### src/rtl/mem_ctrl_pkg.sv
// Shared types and constants for the load/store memory access controller.
package mem_ctrl_pkg;
  localparam int DATA_W = 32;
  localparam int ADDR_W = 16;

  localparam logic [1:0] SZ_BYTE = 2'b00;
  localparam logic [1:0] SZ_HALF = 2'b01;
  localparam logic [1:0] SZ_WORD = 2'b10;
  localparam logic [1:0] SZ_RSVD = 2'b11;

  typedef enum logic [2:0] {
    ST_IDLE,
    ST_RD,
    ST_RMW_RD,
    ST_WR,
    ST_RESP
  } state_t;

  // Misaligned halves/words and the reserved size code are all rejected up front.
  function automatic logic req_bad(input logic [1:0] size, input logic [1:0] offset);
    case (size)
      SZ_BYTE: req_bad = 1'b0;
      SZ_HALF: req_bad = offset[0];
      SZ_WORD: req_bad = (offset != 2'b00);
      default: req_bad = 1'b1;
    endcase
  endfunction
endpackage

### src/rtl/mem_lane_align.sv
// Combinational byte-lane logic: load extract with sign/zero extension, and store merge.
module mem_lane_align
  import mem_ctrl_pkg::*;
(
  input  logic [DATA_W-1:0] word,
  input  logic [1:0]        offset,
  input  logic [1:0]        size,
  input  logic              is_unsigned,
  input  logic [15:0]       store_data,
  output logic [DATA_W-1:0] load_data,
  output logic [DATA_W-1:0] merged
);
  logic [7:0]  lane_b;
  logic [15:0] lane_h;

  always_comb begin
    lane_b = word[7:0];
    case (offset)
      2'd1:    lane_b = word[15:8];
      2'd2:    lane_b = word[23:16];
      2'd3:    lane_b = word[31:24];
      default: lane_b = word[7:0];
    endcase
    lane_h = offset[1] ? word[31:16] : word[15:0];

    load_data = word;
    case (size)
      SZ_BYTE: load_data = {{24{~is_unsigned & lane_b[7]}}, lane_b};
      SZ_HALF: load_data = {{16{~is_unsigned & lane_h[15]}}, lane_h};
      default: load_data = word;
    endcase

    merged = word;
    if (size == SZ_BYTE) begin
      case (offset)
        2'd1:    merged[15:8]  = store_data[7:0];
        2'd2:    merged[23:16] = store_data[7:0];
        2'd3:    merged[31:24] = store_data[7:0];
        default: merged[7:0]   = store_data[7:0];
      endcase
    end else if (size == SZ_HALF) begin
      if (offset[1]) merged[31:16] = store_data;
      else           merged[15:0]  = store_data;
    end
  end
endmodule

### src/rtl/mem_access_ctrl.sv
// Single-outstanding load/store controller in front of a stalling word memory;
// sub-word stores are done as read-modify-write.
module mem_access_ctrl
  import mem_ctrl_pkg::*;
(
  input  logic              clk,
  input  logic              rst,
  input  logic              req_valid,
  input  logic              req_wr,
  input  logic [1:0]        req_size,
  input  logic              req_unsigned,
  input  logic [ADDR_W-1:0] req_addr,
  input  logic [DATA_W-1:0] req_wdata,
  output logic              busy,
  output logic              resp_valid,
  output logic [DATA_W-1:0] resp_rdata,
  output logic              resp_err,
  output logic [ADDR_W-1:0] mem_addr,
  output logic              mem_enable,
  output logic              mem_wr,
  output logic [DATA_W-1:0] mem_data_in,
  input  logic [DATA_W-1:0] mem_data_out,
  input  logic              mem_ready,
  input  logic              mem_err,
  output logic [15:0]       stall_cnt
);
  state_t            state;
  logic [ADDR_W-1:0] lat_addr;
  logic [1:0]        lat_size;
  logic              lat_unsigned;
  logic [15:0]       lat_wdata;
  logic [DATA_W-1:0] load_data;
  logic [DATA_W-1:0] merged;

  assign mem_addr = {lat_addr[ADDR_W-1:2], 2'b00};

  mem_lane_align u_align (
    .word        (mem_data_out),
    .offset      (lat_addr[1:0]),
    .size        (lat_size),
    .is_unsigned (lat_unsigned),
    .store_data  (lat_wdata),
    .load_data   (load_data),
    .merged      (merged)
  );

  always_ff @(posedge clk or posedge rst) begin
    if (rst) begin
      state        <= ST_IDLE;
      lat_addr     <= '0;
      lat_size     <= '0;
      lat_unsigned <= 1'b0;
      lat_wdata    <= '0;
      busy         <= 1'b0;
      resp_valid   <= 1'b0;
      resp_rdata   <= '0;
      resp_err     <= 1'b0;
      mem_enable   <= 1'b0;
      mem_wr       <= 1'b0;
      mem_data_in  <= '0;
    end else begin
      case (state)
        ST_IDLE: begin
          if (req_valid) begin
            lat_addr     <= req_addr;
            lat_size     <= req_size;
            lat_unsigned <= req_unsigned;
            lat_wdata    <= req_wdata[15:0];
            busy         <= 1'b1;
            if (req_bad(req_size, req_addr[1:0])) begin
              state      <= ST_RESP;
              resp_valid <= 1'b1;
              resp_err   <= 1'b1;
            end else if (!req_wr) begin
              state      <= ST_RD;
              mem_enable <= 1'b1;
            end else if (req_size == SZ_WORD) begin
              state       <= ST_WR;
              mem_enable  <= 1'b1;
              mem_wr      <= 1'b1;
              mem_data_in <= req_wdata;
            end else begin
              state      <= ST_RMW_RD;
              mem_enable <= 1'b1;
            end
          end
        end
        ST_RD: begin
          if (mem_ready) begin
            state      <= ST_RESP;
            mem_enable <= 1'b0;
            resp_valid <= 1'b1;
            resp_err   <= mem_err;
            resp_rdata <= mem_err ? '0 : load_data;
          end
        end
        ST_RMW_RD: begin
          if (mem_ready) begin
            if (mem_err) begin
              state      <= ST_RESP;
              mem_enable <= 1'b0;
              resp_valid <= 1'b1;
              resp_err   <= 1'b1;
            end else begin
              state       <= ST_WR;
              mem_wr      <= 1'b1;
              mem_data_in <= merged;
            end
          end
        end
        ST_WR: begin
          if (mem_ready) begin
            state       <= ST_RESP;
            mem_enable  <= 1'b0;
            mem_wr      <= 1'b0;
            mem_data_in <= '0;
            resp_valid  <= 1'b1;
            resp_err    <= mem_err;
          end
        end
        ST_RESP: begin
          state      <= ST_IDLE;
          busy       <= 1'b0;
          resp_valid <= 1'b0;
          resp_err   <= 1'b0;
          resp_rdata <= '0;
        end
        default: begin
          state       <= ST_IDLE;
          busy        <= 1'b0;
          resp_valid  <= 1'b0;
          resp_err    <= 1'b0;
          resp_rdata  <= '0;
          mem_enable  <= 1'b0;
          mem_wr      <= 1'b0;
          mem_data_in <= '0;
        end
      endcase
    end
  end

  // Counts every cycle an issued access is held off by the memory.
  always_ff @(posedge clk or posedge rst) begin
    if (rst) begin
      stall_cnt <= '0;
    end else if (mem_enable && !mem_ready && stall_cnt != 16'hFFFF) begin
      stall_cnt <= stall_cnt + 16'd1;
    end
  end
endmodule
### config.mk
export PLATFORM = sky130hd
export DESIGN_NAME = mem_access_ctrl
export DESIGN_NICKNAME = d
export VERILOG_FILES = /design/src/rtl/mem_ctrl_pkg.sv /design/src/rtl/mem_lane_align.sv /design/src/rtl/mem_access_ctrl.sv
export SDC_FILE = /design/constraint.sdc
export NUM_CORES = 1
export LEC_CHECK = 0
export BUFFER_PORTS_ARGS = -buffer_cell sky130_fd_sc_hd__buf_2
export CAP_MARGIN = 15
export CORE_AREA = 2 2 137 139
export DETAILED_ROUTE_END_ITERATION = 7
export DIE_AREA = 0 0 139 141
export MAX_ROUTING_LAYER = met4
export SLEW_MARGIN = 20
export SYNTH_ARGS = -nofsm -noshare
export SYNTH_HDL_FRONTEND = slang
export SYNTH_SLANG_ARGS = --single-unit
### constraint.sdc
create_clock -name clk -period 5.1 [get_ports clk]
set_input_delay 0.51 -clock clk [delete_from_list [all_inputs] [get_ports clk]]
set_output_delay 0.51 -clock clk [all_outputs]
set_load 0.01 [all_outputs]
**Word-level counts from Yosys, hierarchy flattened**

Cells that the tools add are included.

- Reductions and logical operators: 19
- Add/sub/neg operators: 1
- Bitwise logic cells: 7
- Eq/ne operators: 22
- Mux-type cells: 56

Operators by type and width:

| operator | count |
|---|---|
| 32-bit two-way mux | 11 |
| 32-bit one-hot mux with 2 select lines | 2 |
| 32-bit one-hot mux with 4 select lines | 1 |
| 16-bit two-way mux | 3 |
| 8-bit two-way mux | 4 |
| 8-bit one-hot mux with 3 select lines | 1 |
| 1-bit two-way mux | 21 |
| 2-bit != test (second input constant) | 10 |
| 16-bit by 1-bit adder with 16-bit output (second input constant) | 1 |
| 16-bit != test (second input constant) | 1 |
| 3-bit two-way mux | 5 |
| 1-bit one-hot mux with 3 select lines | 3 |
| 3-bit one-hot mux with 3 select lines | 1 |
| 3-bit OR reduction | 3 |
| 1-bit one-hot mux with 4 select lines | 2 |
| 8-bit AND reduction | 1 |
| 2-bit by 1-bit equality test with 1-bit output (second input constant) | 3 |
| 2-bit equality test (second input constant) | 3 |
| 3-bit by 2-bit equality test with 1-bit output (second input constant) | 2 |
| 2-bit AND reduction | 3 |
| 6-bit AND reduction | 1 |
| 1-bit inverter | 5 |
| 5-bit AND reduction | 1 |
| 2-bit zero test | 2 |
| other kinds (12) | 15 |

- Bits in registers: 123
- Output and inout port bits: 101
- Input port bits: 89
- Word-level logic and storage cells: 118

**Logic depth before layout (Yosys ltp)**

- Depth in word-level cells: 7
- Depth in mapped cells: 8
- Mapped depth without buffers: 4

**Cells and area by module**

A second synthesis with hierarchy kept.

- Cell total of the unflattened synthesis: 619
- Area, all modules: 6781.5 um^2

Modules (own cells, without submodules):

| module | area an instance (um^2) | seq. area each (um^2) | times used | cells an instance |
|---|---|---|---|---|
| mem_access_ctrl | 5283.8 | 3078.0 | 1 | 437 |
| mem_lane_align | 1497.7 | 0.0 | 1 | 182 |

**Worst setup path after synthesis**

OpenSTA, ideal clock, no wires.

- Path type: input port to flip-flop
- From: input mem_err
- To: register mem_data_in[21]
- Buffers on the path: 4
- Data required time: 4.973 ns
- Data arrival time: 1.774 ns
- Stages: 8
- Library setup time: 0.127 ns
- Setup slack: 3.199 ns
- Cell sequence: buf_4 > nand2b_1 > a311o_1 > buf_2 > and3_1 > buf_6 > buf_6 > o32a_2

- Cells in the longest elaborated chain, start to end: 2

Ends and longest elaborated chain:

| what | RTL line | source |
|---|---|---|
| start: declaration | mem_access_ctrl.sv:24 | `input logic mem_err,` |
| 2-bit != test (no source line) | n/a |  |
| 8-bit AND reduction (no source line) | n/a |  |
| end signal: assignment | mem_access_ctrl.sv:81 | `mem_data_in <= req_wdata;` |
| end signal: assignment | mem_access_ctrl.sv:107 | `mem_data_in <= merged;` |
| end: declaration | mem_access_ctrl.sv:21 | `output logic [DATA_W-1:0] mem_data_in,` |

Every way passes these cells.
A chain may end at the register's enable or synchronous reset.

**Worst setup path in the final report**

- From: register state[2]
- To: register mem_data_in[15]

- Cells in the longest elaborated chain, start to end: 4
- Elaborated cells on any way between the ends: 16
- Classes of those cells: 11 x eq/ne; 1 x mux; 1 x bitwise; 3 x reduce/logical

Ends and longest elaborated chain:

| what | RTL line | source |
|---|---|---|
| start: declaration | mem_access_ctrl.sv:27 | `state_t state;` |
| start signal: assignment | mem_access_ctrl.sv:49 | `state <= ST_IDLE;` |
| start signal: assignment | mem_access_ctrl.sv:71 | `state <= ST_RESP;` |
| start signal: assignment | mem_access_ctrl.sv:75 | `state <= ST_RD;` |
| 3-bit by 1-bit equality test with 1-bit output or 3-bit equality test (tied branches) | mem_access_ctrl.sv:62 | `case (state)` |
| 2-bit OR reduction (no source line) | n/a |  |
| 1-bit inverter (no source line) | n/a |  |
| 8-bit AND reduction (no source line) | n/a |  |

Several ways; a longest one is shown, not always the timed one.

==> results summary <==
The number of slew-limit violations in the final report came to 0. The startpoint of the most critical register-to-register path is state[2]. The average size of a mapped cell is about 10 um2. The transition time of the tightest slew-check pin came out at roughly 1000 ps.

For this design, the slowest cell found on the critical path is dfrtp_1. The die height came out at 141 um. The endpoint identified for the worst register-to-register timing path is mem_data_in[15]. For the final database, setup skew stands at slightly above 9 ps. Setup repair after global routing left no endpoint under its margin. The max-capacitance violation count is 0. Across all register-to-register paths, the minimum setup slack is 2100 ps. The number of nets still failing antenna checks after routing is 0.

The number of distinct library cell variants in the gate-level netlist after synthesis is 67. The run finished with clean final reports. The initial antenna violation count came out at 1.

For this design the top-level I/O count stands at between 150 and 200. The floorplan step defined a die boundary enclosing 0.01960 mm2. The power share of the clock group is about a fifth. The top cell type by total area after synthesis is dfrtp_1. Counting flops and latches in the post-synthesis netlist gives 123.

The clock buffer count from CTS came out at 17. The number of cell instances on the worst register-to-register path came out at 6. After synthesis, the cell types taking the most area are dfrtp_1 43%, mux2_2 6.8%, o21a_1 2.7%. The worst setup path is captured at a flop.

The number of I/O port buffers is 187. Counting instances in the post-synthesis netlist gives the leading cell types as 123 x dfrtp_1, 44 x nand2_1, 43 x mux2_2, 31 x a31oi_1, 29 x nor2b_1. The worst setup path is launched from a flop. The final hold violation count came out at 0.

In this run the post-CTS setup repair buffer count came out at 0. The final number of setup-violating endpoints is 0. Measured along the x axis, the die boundary spans 139 um.

The first global-routing pass estimated roughly 35,000 um of wire. The global-route total usage across every layer came out at between 20% and 30%. The worst min-delay path class is input pin to async pin. Summing every instance area after synthesis gives just over 0.007 mm2. The fraction of synthesized cell area taken by the top area cell type is between 40% and 50%.

In this run the number of H-tree levels came out at 4. The final worst-path cycle share came out at roughly three fifths. The areal power density over the cells is 669.1 mW/mm2.

The setup TNS came out at 0 ps. The stage delay of the slowest cell on the critical path came out at slightly above 600 ps. Before antenna repair, the detailed router went through 5 iterations. The clock edge transition at the registers on the reported setup and hold paths came out at 60 ps. The worst endpoint data arrival time is 3300 ps. The number of gates resized after CTS is 0. The routed design has 22,580 um of wire. In the final routed layout, each cell accounts on average for 20.95 um. The static leakage power came out at around 0.0039 uW.

In this run, the number of DRC markers left after iteration 0 of detailed routing was 455. The fraction of the yosys area taken by sequential cells is 43.27%. The total via count in the routed design came out at approximately 6,300. The number of warnings printed during yosys synthesis came out at 0. In the post-synthesis netlist, the cell with the most instances is dfrtp_1. Entering global routing, the biggest net connects 57 pins. By startpoint and endpoint, the worst setup path is classified as flop to flop. The most prevalent standard cell on the critical path is buf_4. The peak supply drop is between 0.0003 and 0.0004 V. The largest buffer count on any clock path came out at 2. The fraction of final layout cells with drive strength greater than 1 came out at 35.99%.

Counting I/O delays and the setup requirement, the final critical path takes between 2000 and 3000 ps. The cell sitting at the root of the clock tree is a clkbuf_16. The top fanout value on the critical path is 33. The switching power share of the total is a little over two fifths. The post-synthesis to final-layout area growth came out at 20.69%. The detailed placer's ending HPWL is about 16,000 um. The CTS tree is done. The initialized floorplan defines 50 standard-cell rows. In this run the cell area measured after placement is around 0.0080 mm2. The share of total power dissipated in combinational logic is between 40% and 50%.

In the synthesized netlist the async set-or-reset flop fraction comes to 100.0%. Of the total power, registers draw between 30% and 40%. The remaining max-slew budget at the tightest pin came out at 32.84%. The via count of the first global-routing pass came out at slightly above 6,000. The core area came out at 0.01827 mm2. The finished cells cover ~0.0086 mm2. The via density per instance is about 5.9.

Routability-driven placement finished with a final weighted congestion of around 0.87. The critical path goes through nor3_4, buf_4, nand2_1, and3_1, buf_4, mux2_4. The clock latency on the worst-skew pair came out at about 420 ps.

The maximum clock frequency came out at 333.4 MHz. The internal power of the cells totals 3334 uW. The critical path required time came out at about 5400 ps. The number of enable-type register cells in the synthesized netlist is 0.

The net switching power figure came out at approximately 2400 uW. The clock sink count is between 100 and 150. The most used flip-flop cell after synthesis is dfrtp_1. The number of remaining DRC errors came out at 0. Once the floorplan was initialized, standard cells occupied slightly below 40% of the core.

The number of nets in the final layout came out at 920. The quantity of hold-fixing buffers added after cts is 0. The post-synthesis cell count is slightly below 700. The total congestion overflow is 0.
==> logic make-up (layout without fill, tap and decap cells) <==
group                    count (synthesis)  count (layout)  synth area share (%)
AO/OA/AOI/OAI                          218             218                 23.41
XOR/XNOR                                14              14                 1.724
adder cells (fa/ha/maj)                  1               1                0.1759
buffers and inverters                   87             241                 7.001
flip-flops                             123             123                 43.27
multiplexers                            61              61                 9.657
other                                    1               4               0.05272
AND/OR/NAND/NOR                        182             182                 14.71
==> state kept, by name (all words and copies together) (netlist names) <==
register and count:
mem_wr 1, state 3, lat_size 2, mem_data_in 32
stall_cnt 16, resp_rdata 32, busy 1, lat_wdata 16
lat_addr 16, mem_enable 1, lat_unsigned 1, resp_valid 1
resp_err 1
==> cells in the final DEF, fill, tap and decap left out, types with 12 or more instances in the layout <==
| cell | count |
|---|---|
| a211oi_1 | 12 |
| a21oi_1 | 18 |
| a221o_1 | 17 |
| a31oi_1 | 31 |
| and3_1 | 12 |
| buf_2 | 187 |
| buf_4 | 12 |
| clkbuf_16 | 17 |
| dfrtp_1 | 123 |
| mux2_2 | 43 |
| mux2i_1 | 15 |
| nand2_1 | 44 |
| nor2_1 | 23 |
| nor2b_1 | 29 |
| o21a_1 | 26 |
| o21ai_0 | 26 |
==> through the flow <==
stage | cells | util, % | total power, uW | hold slack [ps] | setup WS [ps]
2_1_floorplan | 688 | - | 3800 | 481.9 | 1319
3_3_place_gp | 1045 | 43.70 | 4468 | 461.6 | 1848
3_5_place_dp | 1045 | 43.70 | 4504 | 463.5 | 1827
4_1_cts | 1076 | 46.94 | 5748 | 185.5 | 2166
5_1_grt | 1077 | 46.98 | 6120 | 219.3 | 1921
6_report | 1078 | 46.99 | 5744 | 165.6 | 2100
==> critical path: cells and delay by family (launching register included) <==
kind | cells | cell delay, ps
muxes | 1 | 320
and+or+nand+nor | 3 | 1250
buffers and inverters | 2 | 690
DFF | 1 | 610
==> layout make-up <==
cell class | count | area, um2
repair buffers | 199 | 1026
inverters | 11 | 43.79
fillers | 1772 | 9683
diodes | 2 | 5.005
clock inverters | 11 | 145.1
multi-input cells | 478 | 3547
clock buffers | 20 | 446.7
well taps | 234 | 292.8
flip-flops and latches | 123 | 3078
==> metal layers <==
layer,share of wire (%),wire (um),up-vias,global-route usage (%)
met5,0,0,-,-
met4,1.5,344,0,6.220
met2,45,10210,286,34.90
met3,6.9,1559,29,5.673
met1,46,10470,3153,33.26
li1,-,-,2878,-
==> worst max-delay path by stage <==
| stage | start | to | slack, ps |
|---|---|---|---|
| 2_1_floorplan | rst | busy | 1320 |
| 3_3_place_gp | req_size[0] | mem_data_in[15] | 1850 |
| 3_5_place_dp | req_size[0] | mem_data_in[15] | 1830 |
| 4_1_cts | state[2] | mem_data_in[15] | 2170 |
| 5_1_grt | state[2] | mem_data_in[15] | 1920 |
| 6_report | state[2] | mem_data_in[15] | 2100 |
==> power groups by stage <==
stage                     combinational [uW]  sequential (uW)  clock [uW]
final                                   2730             1790        1230
after global routing                    2990             1840        1290
after CTS                               2720             1780        1250
after detailed placement                2710             1800           0
after global placement                  2670             1800           0
after floorplan                         2080             1710           0
Power figures use the tool's default switching activity.
